<file path="src/rtl/gray_tree_arbiter.sv">
// gray_tree_arbiter: round-robin arbiter presenting granted channel indices as gray code over valid/ready.
// Define GRAY_ARB_OVF_CNT_EN to add the saturating 8-bit ovf_cnt output.
module gray_tree_arbiter #(
    parameter int N_CH = 16,
    parameter int AW   = 4
) (
    input  logic            clk,
    input  logic            rst,
    input  logic [N_CH-1:0] ev,
    input  logic            ready,
    input  logic            ovf_clr,
    output logic [AW-1:0]   addr_gray,
    output logic            valid,
    output logic            busy,
    output logic [N_CH-1:0] ovf
`ifdef GRAY_ARB_OVF_CNT_EN
    ,
    output logic [7:0]      ovf_cnt
`endif
);
    typedef enum logic {S_IDLE, S_OFFER} state_t;
    state_t            r_state, w_state_nxt;
    logic [N_CH-1:0]   r_pend, r_ovf, w_clr, w_avail, w_drop, w_rot;
    logic [2*N_CH-1:0] w_dbl;
    logic [AW-1:0]     r_ptr, r_gidx, r_gray, w_ptr_nxt, w_sel, w_inc;
    logic              w_hs, w_load;
    int                w_s;

    assign valid     = (r_state == S_OFFER);
    assign addr_gray = r_gray;
    assign ovf       = r_ovf;
    assign busy      = (|r_pend) | valid;
    assign w_hs      = valid & ready;
    assign w_clr     = {{(N_CH-1){1'b0}}, w_hs} << r_gidx;
    assign w_inc     = (r_gidx == AW'(N_CH-1)) ? '0 : r_gidx + 1'b1;
    assign w_ptr_nxt = w_hs ? w_inc : r_ptr;
    // Granted channel leaves the candidate set so a same-cycle re-event waits its turn.
    assign w_avail   = r_pend & ~w_clr;
    assign w_drop    = ev & w_avail;
    assign w_dbl     = {w_avail, w_avail} >> w_ptr_nxt;
    assign w_rot     = w_dbl[N_CH-1:0];
    assign w_load    = (r_state == S_IDLE || w_hs) && (|w_avail);

    always_comb begin
        w_state_nxt = r_state;
        if (w_load)
            w_state_nxt = S_OFFER;
        else if (w_hs)
            w_state_nxt = S_IDLE;
    end

    always_comb begin
        w_sel = '0;
        w_s   = 0;
        for (int k = N_CH - 1; k >= 0; k--) begin
            if (w_rot[k]) begin
                w_s   = int'(w_ptr_nxt) + k;
                w_sel = AW'((w_s >= N_CH) ? w_s - N_CH : w_s);
            end
        end
    end

    always_ff @(posedge clk) begin
        if (rst) begin
            r_state <= S_IDLE;
            r_pend  <= '0;
            r_ovf   <= '0;
            r_ptr   <= '0;
            r_gidx  <= '0;
            r_gray  <= '0;
        end else begin
            r_state <= w_state_nxt;
            r_pend  <= w_avail | ev;
            r_ovf   <= (ovf_clr ? '0 : r_ovf) | w_drop;
            r_ptr   <= w_ptr_nxt;
            if (w_load) begin
                r_gidx <= w_sel;
                r_gray <= w_sel ^ (w_sel >> 1);
            end
        end
    end

`ifdef GRAY_ARB_OVF_CNT_EN
    logic [7:0] r_ovf_cnt;
    assign ovf_cnt = r_ovf_cnt;
    always_ff @(posedge clk) begin
        if (rst)
            r_ovf_cnt <= '0;
        else if (|w_drop)
            r_ovf_cnt <= ovf_clr ? 8'd1 : r_ovf_cnt + {7'd0, r_ovf_cnt != 8'hFF};
        else if (ovf_clr)
            r_ovf_cnt <= '0;
    end
`endif
endmodule

</file>
<file path="config.mk">
export PLATFORM = sky130hd
export DESIGN_NAME = gray_tree_arbiter
export DESIGN_NICKNAME = d
export VERILOG_FILES = /design/src/rtl/gray_tree_arbiter.sv
export SDC_FILE = /design/constraint.sdc
export NUM_CORES = 1
export LEC_CHECK = 0
export CORE_ASPECT_RATIO = 1.1
export CORE_MARGIN = 2
export CORE_UTILIZATION = 44
export CTS_CLUSTER_SIZE = 14
export DETAILED_ROUTE_END_ITERATION = 6
export GPL_ROUTABILITY_DRIVEN = 0
export PLACE_DENSITY = 0.73
export RECOVER_POWER = 25
export SLEW_MARGIN = 20
export SYNTH_ARGS = -nofsm -noshare
export SYNTH_HDL_FRONTEND = slang
export SYNTH_SLANG_ARGS = --single-unit
</file>
<file path="constraint.sdc">
create_clock -name clk -period 4.6 [get_ports clk]
set_input_delay 0.69 -clock clk [delete_from_list [all_inputs] [get_ports clk]]
set_output_delay 0.69 -clock clk [all_outputs]
set_load 0.05 [all_outputs]
</file>
==> results.py, run 1 <==
metrics = {
    "cts": {
        "clk_latency_ps": 300,
        "clockBufferDepth": 2,
        "cts_root_buffer": "clkbuf_8",
        "postCtsHoldBufs": 0,
        "clk_pin_slew_ps": 90,
        "cts_buffers": 5,
        "htreeDepth": 2,
        "post-cts-setup-buffer-count": 0,
        "cts_tree": "yes",
        "cts.sinks": 44,
    },
    "power": {
        "peakVddDrop_uv": 192.4,
        "leakage_nw": 1.823,
        "cellPowerDensity_nw_per_um2": 534.4,
        "total_power_mw": 2.642,
    },
    "final_layout": {
        "antenna_cells": 0,
        "fill_cells": 890,
        "final_common_cell": "nor2_1",
        "area_growth_pct": 19.79,
        "post_route_cells_drive_above_1_share_pct": 12.88,
        "post-route-util_pct": 53.41,
        "instances_no_fill": 707,
        "final_cell_mix": "nor2_1 (72), a21oi_1 (45), dfxtp_1 (44), clkdlybuf4s50_1 (41), buf_4 (31)",
        "layout.nets": 617,
        "stdcell_area_sq_um": 4945,
    },
    "drt": {
        "wl_per_cell_um": 19.09,
        "drt-total-wl_um": 13500,
        "vias_per_cell": 6.571,
        "ant_nets": 0,
        "num_vias": 4646,
        "firstDrtPassIters": 5,
        "drc": 0,
        "first_iter_violations": 511,
    },
    "setup_path": {
        "rr_worst_depth": 14,
        "reg2reg_slack_ps": 470,
        "r2r-end": "addr_gray[2]",
        "r2r-start": "r_gidx[0]",
        "cp_max_fo": 16,
        "crit_type": "input pin to flop",
        "cp-end-kind": "flop",
        "worstPathRequired_ps": 4830,
        "arrival_ps": 4670,
        "cp-start-kind": "input pin",
    },
    "grt": {
        "grt_pass1_wl_um": 21690,
        "overflow": 0,
        "grt_pass1_vias": 4422,
        "grt_use_total_pct": 26.47,
        "antenna_found_initial": 0,
        "grt_max_degree": 48,
    },
    "sta": {
        "relSlewSlack_pct": 56.99,
        "post-route-period-util_pct": 96.53,
        "fin_crit_ps": 4440,
        "finalClockSkew_ps": 8.160,
        "setup_violations": 0,
        "max_freq_mhz": 225.2,
        "fin_ws_ps": 159.6,
        "hold_ws_ps": 548.7,
        "hold_viol": 0,
        "grt_setup_unrepaired": "false",
        "drv_slew": 0,
        "tightestPinTransition_ps": 639.3,
        "timing.setup.tns_ps": 0,
    },
    "synthesis": {
        "synth_edf_count": 0,
        "synth.avg_cell_area_sq_um": 7.630,
        "yosys.area.top_type_share_pct": 21.34,
        "ys_ff_latch": 44,
        "yosysSeqAreaShare_pct": 21.34,
        "async_reset_ff_share_pct": 0,
        "yosys.area.top_type": "dfxtp_1",
        "yosys-top-cells-area": "dfxtp_1 (21%), mux2i_1 (7.0%), nor2_1 (6.5%)",
        "synth.distinct_cells": 79,
        "synth_top_flop_cell": "dfxtp_1",
        "syn_nets": 569,
        "netlist_area_sq_um": 4128,
        "ys_warn_count": 0,
        "synth_cells": 541,
    },
    "worst_hold_path": {
        "min-delay-start": "addr_gray[1]",
        "min_path_cells": 2,
        "holdCritPathClass": "flop to flop",
        "hold_path_end": "addr_gray[1]",
    },
    "die": {
        "initial_utilization_pct": 44.58,
        "die_area_sq_um": 10170,
        "rows": 37,
        "die_w_um": 96.35,
        "ios": 42,
        "die_h_um": 105.6,
        "core_sq_um": 9259,
    },
    "place": {
        "dp_cells": 699,
        "portBuffers": 41,
        "post-place-ws_ps": -110.7,
        "detailed_place_hpwl_um": 10170,
        "post_dp_cell_area_sq_um": 4780,
    },
    "run": {
        "max_cap_viol_count": 0,
    },
    "run_status": {
        "status": "complete, no violations",
    },
}
[state kept, by name, summed over array words and instances (netlist names)]
name and flops:
r_pend 16, valid 1, ovf 16, r_gidx 4
addr_gray 3, r_ptr 4
[kinds of logic after synthesis]
logic type	Yosys count	share of synthesized area [%]
muxes	37	10.46
buffers and inverters	40	4.759
DFF	44	21.34
xor gates and xnor gates	6	1.273
and+or+nand+nor	206	25.61
AOI/OAI and AO/OA	200	34.13
adders and majority gates	8	2.425
[per-layer routing]
| layer | vias up | GRT usage, % | routed length [um] |
|---|---|---|---|
| li1 | 2189 | - | - |
| met1 | 2089 | 34.82 | 5456 |
| met2 | 297 | 41.62 | 6157 |
| met3 | 71 | 4.003 | 1119 |
| met4 | 0 | 13.28 | 763 |
| met5 | - | 0 | 0 |
[timing repair]
item                                    CTS  global route
resized for setup                         0            14
endpoints found under the setup margin    0             5
hold endpoints to repair                  0             0
[worst max-delay path: stages]
cell             delay, ps
clkdlybuf4s50_1        560
and3b_1                270
a22oi_4                210
buf_12                 190
inv_4                  130
mux2i_1                170
a22o_1                 290
or2_0                  390
a211o_1                360
a311oi_1               370
o211ai_1               160
a31o_1                 250
or3_1                  390
a311oi_2               240
[report_power, final]
part           leakage, nW  internal (mW)  switching [mW]  total, mW
clock               0.0548          0.164           0.146      0.310
sequential           0.364          0.428          0.0462      0.474
combinational         1.40          0.721            1.14       1.86
[synthesized netlist by cell type (all sizes together), types with 4 or more instances]
library cell and instances:
nor2 74, a21oi 45, dfxtp 44, o21ai 32, mux2i 31, nand2 24, o21a 22, o22ai 21
clkbuf 18, nand3 17, nor2b 16, nor3 16, buf 14, a22oi 9, o22a 9, and2 8
ha 8, inv 8, nor4 8, nand4 7, or2 7, a211oi 6, a31oi 6, xnor2 6
a311oi 5, and3 5, o2111ai 5, o211ai 5, a2111oi 4, nand2b 4, or3 4, or4 4
[how the worst max path moves through the flow]
stage / cells past startpoint / start / endpoint
finish: 14 / ready / addr_gray[2]
global route: 14 / ready / addr_gray[1]
CTS: 13 / ready / addr_gray[2]
detailed placement: 13 / ready / addr_gray[2]
global placement: 13 / ready / addr_gray[0]
floorplan: 13 / ready / addr_gray[2]
[cell type report]
class	instances	area, sq um	area share (%)
multi-input combinational	457	3107	62.83
inverter	8	32.53	0.6579
tap	117	146.4	2.961
sequential	44	880.8	17.81
clock buffer	5	68.82	1.392
clock inverter	3	46.29	0.9362
timing repair buffer	73	663.1	13.41
Power figures use the tool's default switching activity.
==> inputs of run 2 (changes only) <==
CTS_CLUSTER_DIAMETER = 30   (was unset)
DONT_BUFFER_PORTS = 1   (was unset)
PLACE_DENSITY = 0.68   (was 0.73)
==> run 2 against run 1 <==
  * Sequential cell count unchanged
  * Design area decreased by 12%
  * Power decreased by 6.8%
  * Worst hold slack got worse by 110 ps
  * Wire length decreased by 3.9%
  * Core utilization decreased by 6.6 points
  * Combinational power decreased by 13%
  * First-iteration DRC count increased by 14%
  * Clock power increased by 1%
  * Register-to-register slack got worse by 130 ps
  * Worst setup slack improved by 180 ps
  * Global-route usage decreased by 1.1 points
==> results.py, run 2 (synthesized netlist as in run 1, its figures left out) <==
metrics = {
    "final_layout": {
        "final_cell_mix": "nor2_1 (72), a21oi_1 (45), dfxtp_1 (44), mux2i_1 (29)",
        "post_route_cells_drive_above_1_share_pct": 8.696,
        "area_growth_pct": 5.002,
        "final_common_cell": "nor2_1",
        "fill_cells": 943,
        "antenna_cells": 0,
        "layout.nets": 556,
    },
    "run": {
        "max_cap_viol_count": 0,
    },
    "grt": {
        "antenna_found_initial": 0,
        "grt_pass1_wl_um": 20430,
        "grt_pass1_vias": 4122,
        "grt_use_total_pct": 25.37,
        "grt_max_degree": 48,
        "overflow": 0,
    },
    "worst_hold_path": {
        "holdCritPathClass": "input pin to flop",
        "min_path_cells": 1,
        "min-delay-start": "rst",
        "hold_path_end": "addr_gray[2]",
    },
    "setup_path": {
        "crit_family": "compound AO/OA/AOI/OAI gates",
        "max_stage_delay_ps": 480,
        "worstPathCellList": "ha_1, nand3_1, a22oi_4, buf_4, mux2i_1, a2bb2oi_1, a21oi_1, nor2_1, mux2i_1, a221oi_1, a31o_1, or3_1, a311oi_2",
        "crit_type": "flop to flop",
        "cp-end-kind": "flop",
        "reg2reg_slack_ps": 340,
        "path_buf_inv": 1,
        "r2r-end": "addr_gray[2]",
        "worstPathRequired_ps": 4830,
        "arrival_ps": 4490,
        "cp-start-kind": "flop",
        "rr_worst_depth": 13,
        "r2r-start": "r_gidx[0]",
        "slowest_stage": "dfxtp_1",
        "cp_max_fo": 8,
        "crit_top_cell": "mux2i_1",
    },
    "sta": {
        "timing.setup.tns_ps": 0,
        "max_freq_mhz": 234.7,
        "fin_crit_ps": 4261,
        "hold_ws_ps": 439.6,
        "post-route-period-util_pct": 92.63,
        "grt_setup_unrepaired": "false",
        "relSlewSlack_pct": 51.19,
        "tightestPinTransition_ps": 732.2,
        "setup_violations": 0,
        "hold_viol": 0,
        "drv_slew": 0,
        "finalClockSkew_ps": 9.395,
    },
    "power": {
        "peakVddDrop_uv": 235.3,
        "power_switching_mw": 1.267,
        "power.share.clock_pct": 12.8,
        "p_sw_share_pct": 51.44,
        "comb_power_share_pct": 65.6,
        "seqPwrFrac_pct": 21.6,
        "cellPowerDensity_nw_per_um2": 568.4,
        "internal_power_mw": 1.196,
        "leakage_nw": 1.567,
    },
    "die": {
        "die_w_um": 96.35,
        "die_area_sq_um": 10170,
        "ios": 42,
        "die_h_um": 105.6,
        "core_sq_um": 9259,
        "rows": 37,
        "initial_utilization_pct": 44.58,
    },
    "cts": {
        "cts.sinks": 44,
        "clockBufferDepth": 2,
        "clk_latency_ps": 310,
        "htreeDepth": 2,
        "cts_tree": "yes",
        "cts_root_buffer": "clkbuf_8",
        "postCtsHoldBufs": 0,
        "cts_buffers": 5,
        "clk_pin_slew_ps": 100,
    },
    "place": {
        "portBuffers": 0,
        "detailed_place_hpwl_um": 9876,
    },
    "drt": {
        "num_vias": 4483,
        "vias_per_cell": 6.940,
        "ant_nets": 0,
        "drt-total-wl_um": 12970,
        "first_iter_violations": 580,
        "wl_per_cell_um": 20.07,
        "firstDrtPassIters": 6,
        "drc": 0,
    },
    "run_status": {
        "status": "complete, no violations",
    },
}
[run 2: timing repair]
| item | 4_1_cts | 5_1_grt |
|---|---|---|
| endpoints found under the setup margin | 0 | 1 |
| gates resized for setup | 0 | 0 |
| buffers inserted | 0 | 2 |
[run 2: per-stage QoR]
stage / std cells / util [%] / setup slack [ps] / cell area [sq um] / power [mW]
after floorplan: 541 / - / 670.2 / 4128 / 1.747
after global placement: 636 / 45.27 / 369.3 / 4192 / 2.060
after detailed placement: 636 / 45.27 / 282.0 / 4192 / 2.075
after CTS: 644 / 46.51 / 273.6 / 4307 / 2.396
after global routing: 646 / 46.81 / 91.57 / 4334 / 2.594
final: 646 / 46.81 / 339.2 / 4334 / 2.464
[run 2: final cells by class]
type | instances | area, sq um | area share, %
tap | 117 | 146.4 | 3.378
clock inverter | 3 | 46.29 | 1.068
sequential | 44 | 880.8 | 20.32
clock buffer | 5 | 68.82 | 1.588
inverter | 8 | 32.53 | 0.7506
timing repair buffer | 12 | 102.6 | 2.367
multi-input combinational | 457 | 3057 | 70.53
[run 2: power groups by stage]
stage | sequential [mW] | combinational (mW) | clock (mW)
2_1_floorplan | 0.523 | 1.22 | 0
3_3_place_gp | 0.539 | 1.52 | 0
3_5_place_dp | 0.540 | 1.54 | 0
4_1_cts | 0.532 | 1.55 | 0.318
5_1_grt | 0.538 | 1.72 | 0.331
6_report | 0.533 | 1.62 | 0.314
[run 2: how the worst max path moves through the flow]
stage | start | end | slack, ps | depth (start not counted)
3_3_place_gp | ready | addr_gray[2] | 370 | 12
2_1_floorplan | ready | addr_gray[2] | 670 | 13
4_1_cts | r_gidx[0] | addr_gray[2] | 270 | 13
5_1_grt | r_gidx[0] | addr_gray[0] | 90 | 13
6_report | r_gidx[0] | addr_gray[2] | 340 | 13
3_5_place_dp | ready | addr_gray[2] | 280 | 12
[run 2: worst reg2reg max path, delay by kind of cell, from the launching register on]
kind,cells,cell delay [ps]
buffers and inverters,1,220
adders and majority gates,1,270
muxes,2,700
and+or+nand+nor,3,970
AOI/OAI and AO/OA,6,1540
DFF,1,480
[run 2: per-layer routing]
metal	wire length, um	part of all wire [%]	GRT usage, %
met1	5131	40	32.71
met2	5829	45	38.34
met3	1228	9.5	5.432
met4	779	6.0	15.09
met5	0	0	0
